===== config.mk =====
export PLATFORM = sky130hd
export DESIGN_NAME = multiword_add_seq
export DESIGN_NICKNAME = d
export VERILOG_FILES = /design/src/rtl/add_pkg.sv /design/src/rtl/adder_8bit_ripple.sv /design/src/rtl/multiword_add_seq.sv
export SDC_FILE = /design/constraint.sdc
export NUM_CORES = 1
export LEC_CHECK = 0
export ABC_AREA = 1
export CORE_ASPECT_RATIO = 1.5
export CORE_MARGIN = 3
export CORE_UTILIZATION = 57
export DETAILED_ROUTE_END_ITERATION = 12
export DONT_BUFFER_PORTS = 1
export PLACE_DENSITY = 0.72
export SLEW_MARGIN = 25
export SYNTH_ARGS = -nofsm -noshare
export SYNTH_HDL_FRONTEND = slang
export SYNTH_HIERARCHICAL = 1
export SYNTH_SLANG_ARGS = --single-unit

===== constraint.sdc =====
create_clock -name clk -period 4.6 [get_ports clk]
set_input_delay 0.46 -clock clk [delete_from_list [all_inputs] [get_ports clk]]
set_output_delay 0.46 -clock clk [all_outputs]
set_load 0.005 [all_outputs]

===== src/rtl/add_pkg.sv =====
// Shared types and constants for the sequential multi-word adder.
package add_pkg;

    localparam int SLICE_W = 8;

    typedef enum logic [1:0] {
        IDLE,
        RUN,
        DONE
    } state_t;

endpackage


===== src/rtl/adder_8bit_ripple.sv =====
// Combinational 8-bit ripple-carry adder used as the per-slice arithmetic unit.
module adder_8bit_ripple (
    input  logic [7:0] i_a,
    input  logic [7:0] i_b,
    input  logic       i_cin,
    output logic [7:0] o_sum,
    output logic       o_cout
);

    always_comb begin : ripple
        logic w_c;
        w_c   = i_cin;
        o_sum = '0;
        for (int i = 0; i < 8; i++) begin
            o_sum[i] = i_a[i] ^ i_b[i] ^ w_c;
            w_c      = (i_a[i] & i_b[i]) | (w_c & (i_a[i] ^ i_b[i]));
        end
        o_cout = w_c;
    end

endmodule


===== src/rtl/multiword_add_seq.sv =====
// Sequential multi-word adder: one 8-bit slice per cycle through a single ripple adder.
// Define MWADD_OVERFLOW_EN to add the registered signed-overflow output ovf.
module multiword_add_seq
    import add_pkg::*;
#(
    parameter int NWORDS = 4
) (
    input  logic                        clk,
    input  logic                        rst,
    input  logic                        in_valid,
    output logic                        in_ready,
    input  logic [SLICE_W*NWORDS-1:0]   a,
    input  logic [SLICE_W*NWORDS-1:0]   b,
    input  logic                        cin,
    output logic                        out_valid,
    input  logic                        out_ready,
    output logic [SLICE_W*NWORDS-1:0]   sum,
    output logic                        cout
`ifdef MWADD_OVERFLOW_EN
    ,
    output logic                        ovf
`endif
);

    localparam int W     = SLICE_W * NWORDS;
    localparam int IDX_W = $clog2(NWORDS) + 1;
    localparam logic [IDX_W-1:0] LAST_IDX = IDX_W'(NWORDS - 1);

    state_t             r_state;
    state_t             w_next;
    logic [W-1:0]       r_a;
    logic [W-1:0]       r_b;
    logic [W-1:0]       r_sum;
    logic               r_cout;
    logic               r_carry;
    logic [IDX_W-1:0]   r_idx;
    logic [SLICE_W-1:0] w_aSlice;
    logic [SLICE_W-1:0] w_bSlice;
    logic [SLICE_W-1:0] w_sliceSum;
    logic               w_sliceCout;
    logic               w_lastSlice;
`ifdef MWADD_OVERFLOW_EN
    logic               r_ovf;
`endif

    always_ff @(posedge clk) begin
        if (rst) r_state <= IDLE;
        else     r_state <= w_next;
    end

    always_comb begin
        w_next    = r_state;
        in_ready  = 1'b0;
        out_valid = 1'b0;
        case (r_state)
            IDLE: begin
                in_ready = 1'b1;
                if (in_valid) w_next = RUN;
            end
            RUN: begin
                if (w_lastSlice) w_next = DONE;
            end
            DONE: begin
                out_valid = 1'b1;
                if (out_ready) w_next = IDLE;
            end
            default: w_next = IDLE;
        endcase
    end

    assign w_lastSlice = (r_idx == LAST_IDX);

    // Select the operand slices addressed by the current index for the shared adder.
    always_comb begin
        w_aSlice = '0;
        w_bSlice = '0;
        for (int i = 0; i < NWORDS; i++) begin
            if (r_idx == i[IDX_W-1:0]) begin
                w_aSlice = r_a[i*SLICE_W +: SLICE_W];
                w_bSlice = r_b[i*SLICE_W +: SLICE_W];
            end
        end
    end

    adder_8bit_ripple u_adder (
        .i_a    (w_aSlice),
        .i_b    (w_bSlice),
        .i_cin  (r_carry),
        .o_sum  (w_sliceSum),
        .o_cout (w_sliceCout)
    );

    always_ff @(posedge clk) begin
        if (rst) begin
            r_a     <= '0;
            r_b     <= '0;
            r_sum   <= '0;
            r_cout  <= 1'b0;
            r_carry <= 1'b0;
            r_idx   <= '0;
`ifdef MWADD_OVERFLOW_EN
            r_ovf   <= 1'b0;
`endif
        end else begin
            case (r_state)
                IDLE: begin
                    if (in_valid) begin
                        r_a     <= a;
                        r_b     <= b;
                        r_carry <= cin;
                        r_idx   <= '0;
                        r_sum   <= '0;
                        r_cout  <= 1'b0;
`ifdef MWADD_OVERFLOW_EN
                        r_ovf   <= 1'b0;
`endif
                    end
                end
                RUN: begin
                    for (int i = 0; i < NWORDS; i++) begin
                        if (r_idx == i[IDX_W-1:0]) r_sum[i*SLICE_W +: SLICE_W] <= w_sliceSum;
                    end
                    r_carry <= w_sliceCout;
                    r_idx   <= r_idx + IDX_W'(1);
                    if (w_lastSlice) begin
                        r_cout <= w_sliceCout;
`ifdef MWADD_OVERFLOW_EN
                        // Carry into the MSB is recovered from the MSB sum bit.
                        r_ovf  <= w_sliceCout ^ (w_aSlice[SLICE_W-1] ^ w_bSlice[SLICE_W-1] ^ w_sliceSum[SLICE_W-1]);
`endif
                    end
                end
                default: ;
            endcase
        end
    end

    assign sum  = r_sum;
    assign cout = r_cout;
`ifdef MWADD_OVERFLOW_EN
    assign ovf  = r_ovf;
`endif

endmodule


==> results.sh <==
export IMPL_cap_violations=0
export IMPL_min_path_type="in -> reg"
export IMPL_netlist_top_cells_count="138 x nor2_1, 117 x nand2_1, 103 x dfxtp_1"
export IMPL_power_switching_mw=0.5665
export IMPL_syn_inst=628
export IMPL_startpoint="r_idx[0]$_SDFFE_PP0P_"
export IMPL_finalSetupViolCount=0
export IMPL_dp_hpwl_um=8001
export IMPL_ios=104
export IMPL_status="finished, final reports clean"
export IMPL_core_area_sq_um=7710
export IMPL_stdcell_count=724
export IMPL_drtAntennaViolNets=0
export IMPL_io_buffers=0
export IMPL_cp_required_ns=4.88
export IMPL_synth_most_common_cell="nor2_1"
export IMPL_fin_tns_setup_ns=0
export IMPL_ys_seq_elements=103
export IMPL_cts_root_buffer="clkbuf_16"
export IMPL_async_reset_ff_share_pct=0
export IMPL_wire_per_inst_um=15.01
export IMPL_synth_top_cell_area_share_pct=45.16
export IMPL_min_path_cells=1
export IMPL_hold_violations=0
export IMPL_synth_warnings=6
export IMPL_relSlewSlack_pct=46.91
export IMPL_antenna_found_initial=0
export IMPL_p_sw_share_pct=28.06
export IMPL_finalCritPeriodShare_pct=96.67
export IMPL_dieHeight_um=115.6
export IMPL_ys_types=23
export IMPL_peakVddDrop_v=0.0002316
export IMPL_clk_latency_ns=0.34
export IMPL_vias=3883
export IMPL_reg2reg_to="sum[31]$_SDFFE_PP0P_"
export IMPL_synth_area_leaders="dfxtp_1 45%, nor2_1 11%, nand2_1 9.6%, nand3_1 6.1%, o21ai_0 5.5%"
export IMPL_rsz0062_at_grt="yes"
export IMPL_row_count=39
export IMPL_p_per_area_nw_per_um2=399.9
export IMPL_endpoint_kind="flip-flop"
export IMPL_yosys_area_top_type="dfxtp_1"
export IMPL_dieArea_sq_um=9142
export IMPL_p_comb_share_pct=16.6
export IMPL_gp_congestion=0.8418
export IMPL_final_area_sq_um=5049
export IMPL_nets=702
export IMPL_share_seq_of_total_power_pct=49.7
export IMPL_cts_buffers=9
export IMPL_syn_nets=710
export IMPL_grt_pass1_wl_um=16930
export IMPL_grt_ovfl_total=0
export IMPL_reg2reg_from="r_idx[0]$_SDFFE_PP0P_"
export IMPL_synth_edf_count=0
export IMPL_cts_sinks=103
export IMPL_syn_to_final_growth_pct=10.58
export IMPL_syn_area_sq_um=4566
export IMPL_cts_clk_slew_worst_paths_ns=0.06
export IMPL_arrival_ns=4.73
export IMPL_start_util_pct=59.22
export IMPL_clk_path_buf_depth=2
export IMPL_p_clk_share_pct=33.7
export IMPL_placed_cells=709
export IMPL_drtPass1Iterations=4
export IMPL_critPathKind="reg -> reg"
export IMPL_cp_start_kind="flip-flop"
export IMPL_ff2ff_setup_slack_ns=0.15
export IMPL_cts_tree="built"
export IMPL_rr_worst_depth=24
export IMPL_clock_fmax_mhz=224.9
export IMPL_synth_area_per_cell_sq_um=7.270
export IMPL_n_antenna_cell=0
export IMPL_drc=0
export IMPL_hold_start="rst"
export IMPL_placed_area_sq_um=4619
export IMPL_final_max_slew_violation_count=0
export IMPL_viasPerCell=5.363
export IMPL_worstMarginPinSlew_ns=0.7954
export IMPL_grt_pass1_vias=3630
export IMPL_drtIter0Drc=165
export IMPL_die_x_um=79.08
export IMPL_h_tree_depth=3
export IMPL_holdPathEnd="sum[23]$_SDFFE_PP0P_"
export IMPL_drive_gt1_share_pct=15.76
export IMPL_cts_hold_buffers_added=0
export IMPL_fillers=718
export IMPL_cp_max_fo=4
export IMPL_routed_wl_um=10870
export IMPL_ys_seq_area_share_pct=45.16
export IMPL_skew_ns=0.005737
export IMPL_internal_power_mw=1.452
export IMPL_period_needed_ns=4.447
export IMPL_cellLeakagePower_nw=2.054
export IMPL_grt_max_degree=70
export IMPL_track_usage_pct=24.02
export IMPL_synth_main_ff_cell="dfxtp_1"
[metal layers]
layer  vias up  share of wire, %  GRT usage, %
li1       1990                 -             -
met1      1762                38         26.04
met2       107                54         45.11
met3        24               4.9         4.588
met4         0               2.8         9.977
met5         -                 0             0
[placed cells by master (no fill, tap or decap), drive strengths merged]
cell type,count
o21ai,66
ha,5
nand2,127
a31oi,1
fa,8
nand4,1
clkbuf,12
nand3,56
nor2,139
or2,17
clkinvlp,1
buf,15
inv,31
dfxtp,103
clkinv,1
a21oi,39
[state kept, by name, summed over array words and instances, names as in the netlist]
signal	flops
r_idx	3
r_b	32
cout	1
r_a	32
r_carry	1
sum	32
r_state	2
[power groups by stage]
stage | Combinational (mW) | Sequential (mW) | Clock, mW
floorplan | 0.251 | 1.01 | 0
global placement | 0.306 | 1.02 | 0
detailed placement | 0.314 | 1.02 | 0
CTS | 0.326 | 1.00 | 0.688
global route | 0.386 | 1.01 | 0.724
finish | 0.336 | 1.00 | 0.680
[how the worst max path moves through the flow]
stage / to
finish: sum[31]$_SDFFE_PP0P_
global route: sum[31]$_SDFFE_PP0P_
CTS: sum[31]$_SDFFE_PP0P_
detailed placement: sum[31]$_SDFFE_PP0P_
global placement: sum[31]$_SDFFE_PP0P_
floorplan: sum[31]$_SDFFE_PP0P_
[kinds of logic after synthesis]
group	after synthesis	synth area share, %
compound gates	106	11.73
fa+ha+maj	13	4.878
buf+inv	66	6.604
flops	103	45.16
simple gates	340	31.63
[worst max-delay path, stage by stage, from the launching register on]
cell,delay [ns]
dfxtp_4,0.36
buf_6,0.12
ha_4,0.16
nand2_4,0.08
inv_4,0.05
nand2_2,0.05
nand3_2,0.07
nand3_2,0.07
nand2_2,0.06
fa_2,0.38
inv_2,0.06
fa_2,0.18
inv_2,0.04
fa_2,0.33
fa_2,0.35
fa_2,0.35
fa_2,0.35
fa_2,0.35
inv_2,0.06
fa_1,0.40
inv_1,0.07
inv_2,0.04
nor2_4,0.15
nand3_2,0.10
a21oi_2,0.15
[metrics by stage]
stage / util [%] / power [mW] / hold slack [ns] / setup WS [ns]
5_1_grt: 65.48 / 2.119 / 0.1668 / -0.02888
4_1_cts: 64.36 / 2.016 / 0.1659 / 0.007208
3_5_place_dp: 59.92 / 1.336 / 0.4633 / -0.1376
2_1_floorplan: - / 1.261 / 0.4472 / 0.02141
3_3_place_gp: 59.92 / 1.327 / 0.4589 / 0.002184
6_report: 65.48 / 2.019 / 0.1768 / 0.1530
[layout make-up]
type,count,area [sq um],area share [%]
sequential,103,2069,40.99
clock inverter,1,7.507,0.1487
inverter,32,128.9,2.553
tap,102,127.6,2.528
clock buffer,12,246.5,4.882
timing repair buffer,15,120.1,2.379
multi-input combinational,459,2349,46.52
[repair_timing]
item                       CTS  global route
hold endpoints to repair     0             0
setup buffers                2             0
setup endpoints to repair    4             4
pin swaps                   11            15
gates resized for setup     25            26
Note: power is estimated with default switching activity, not from simulation.
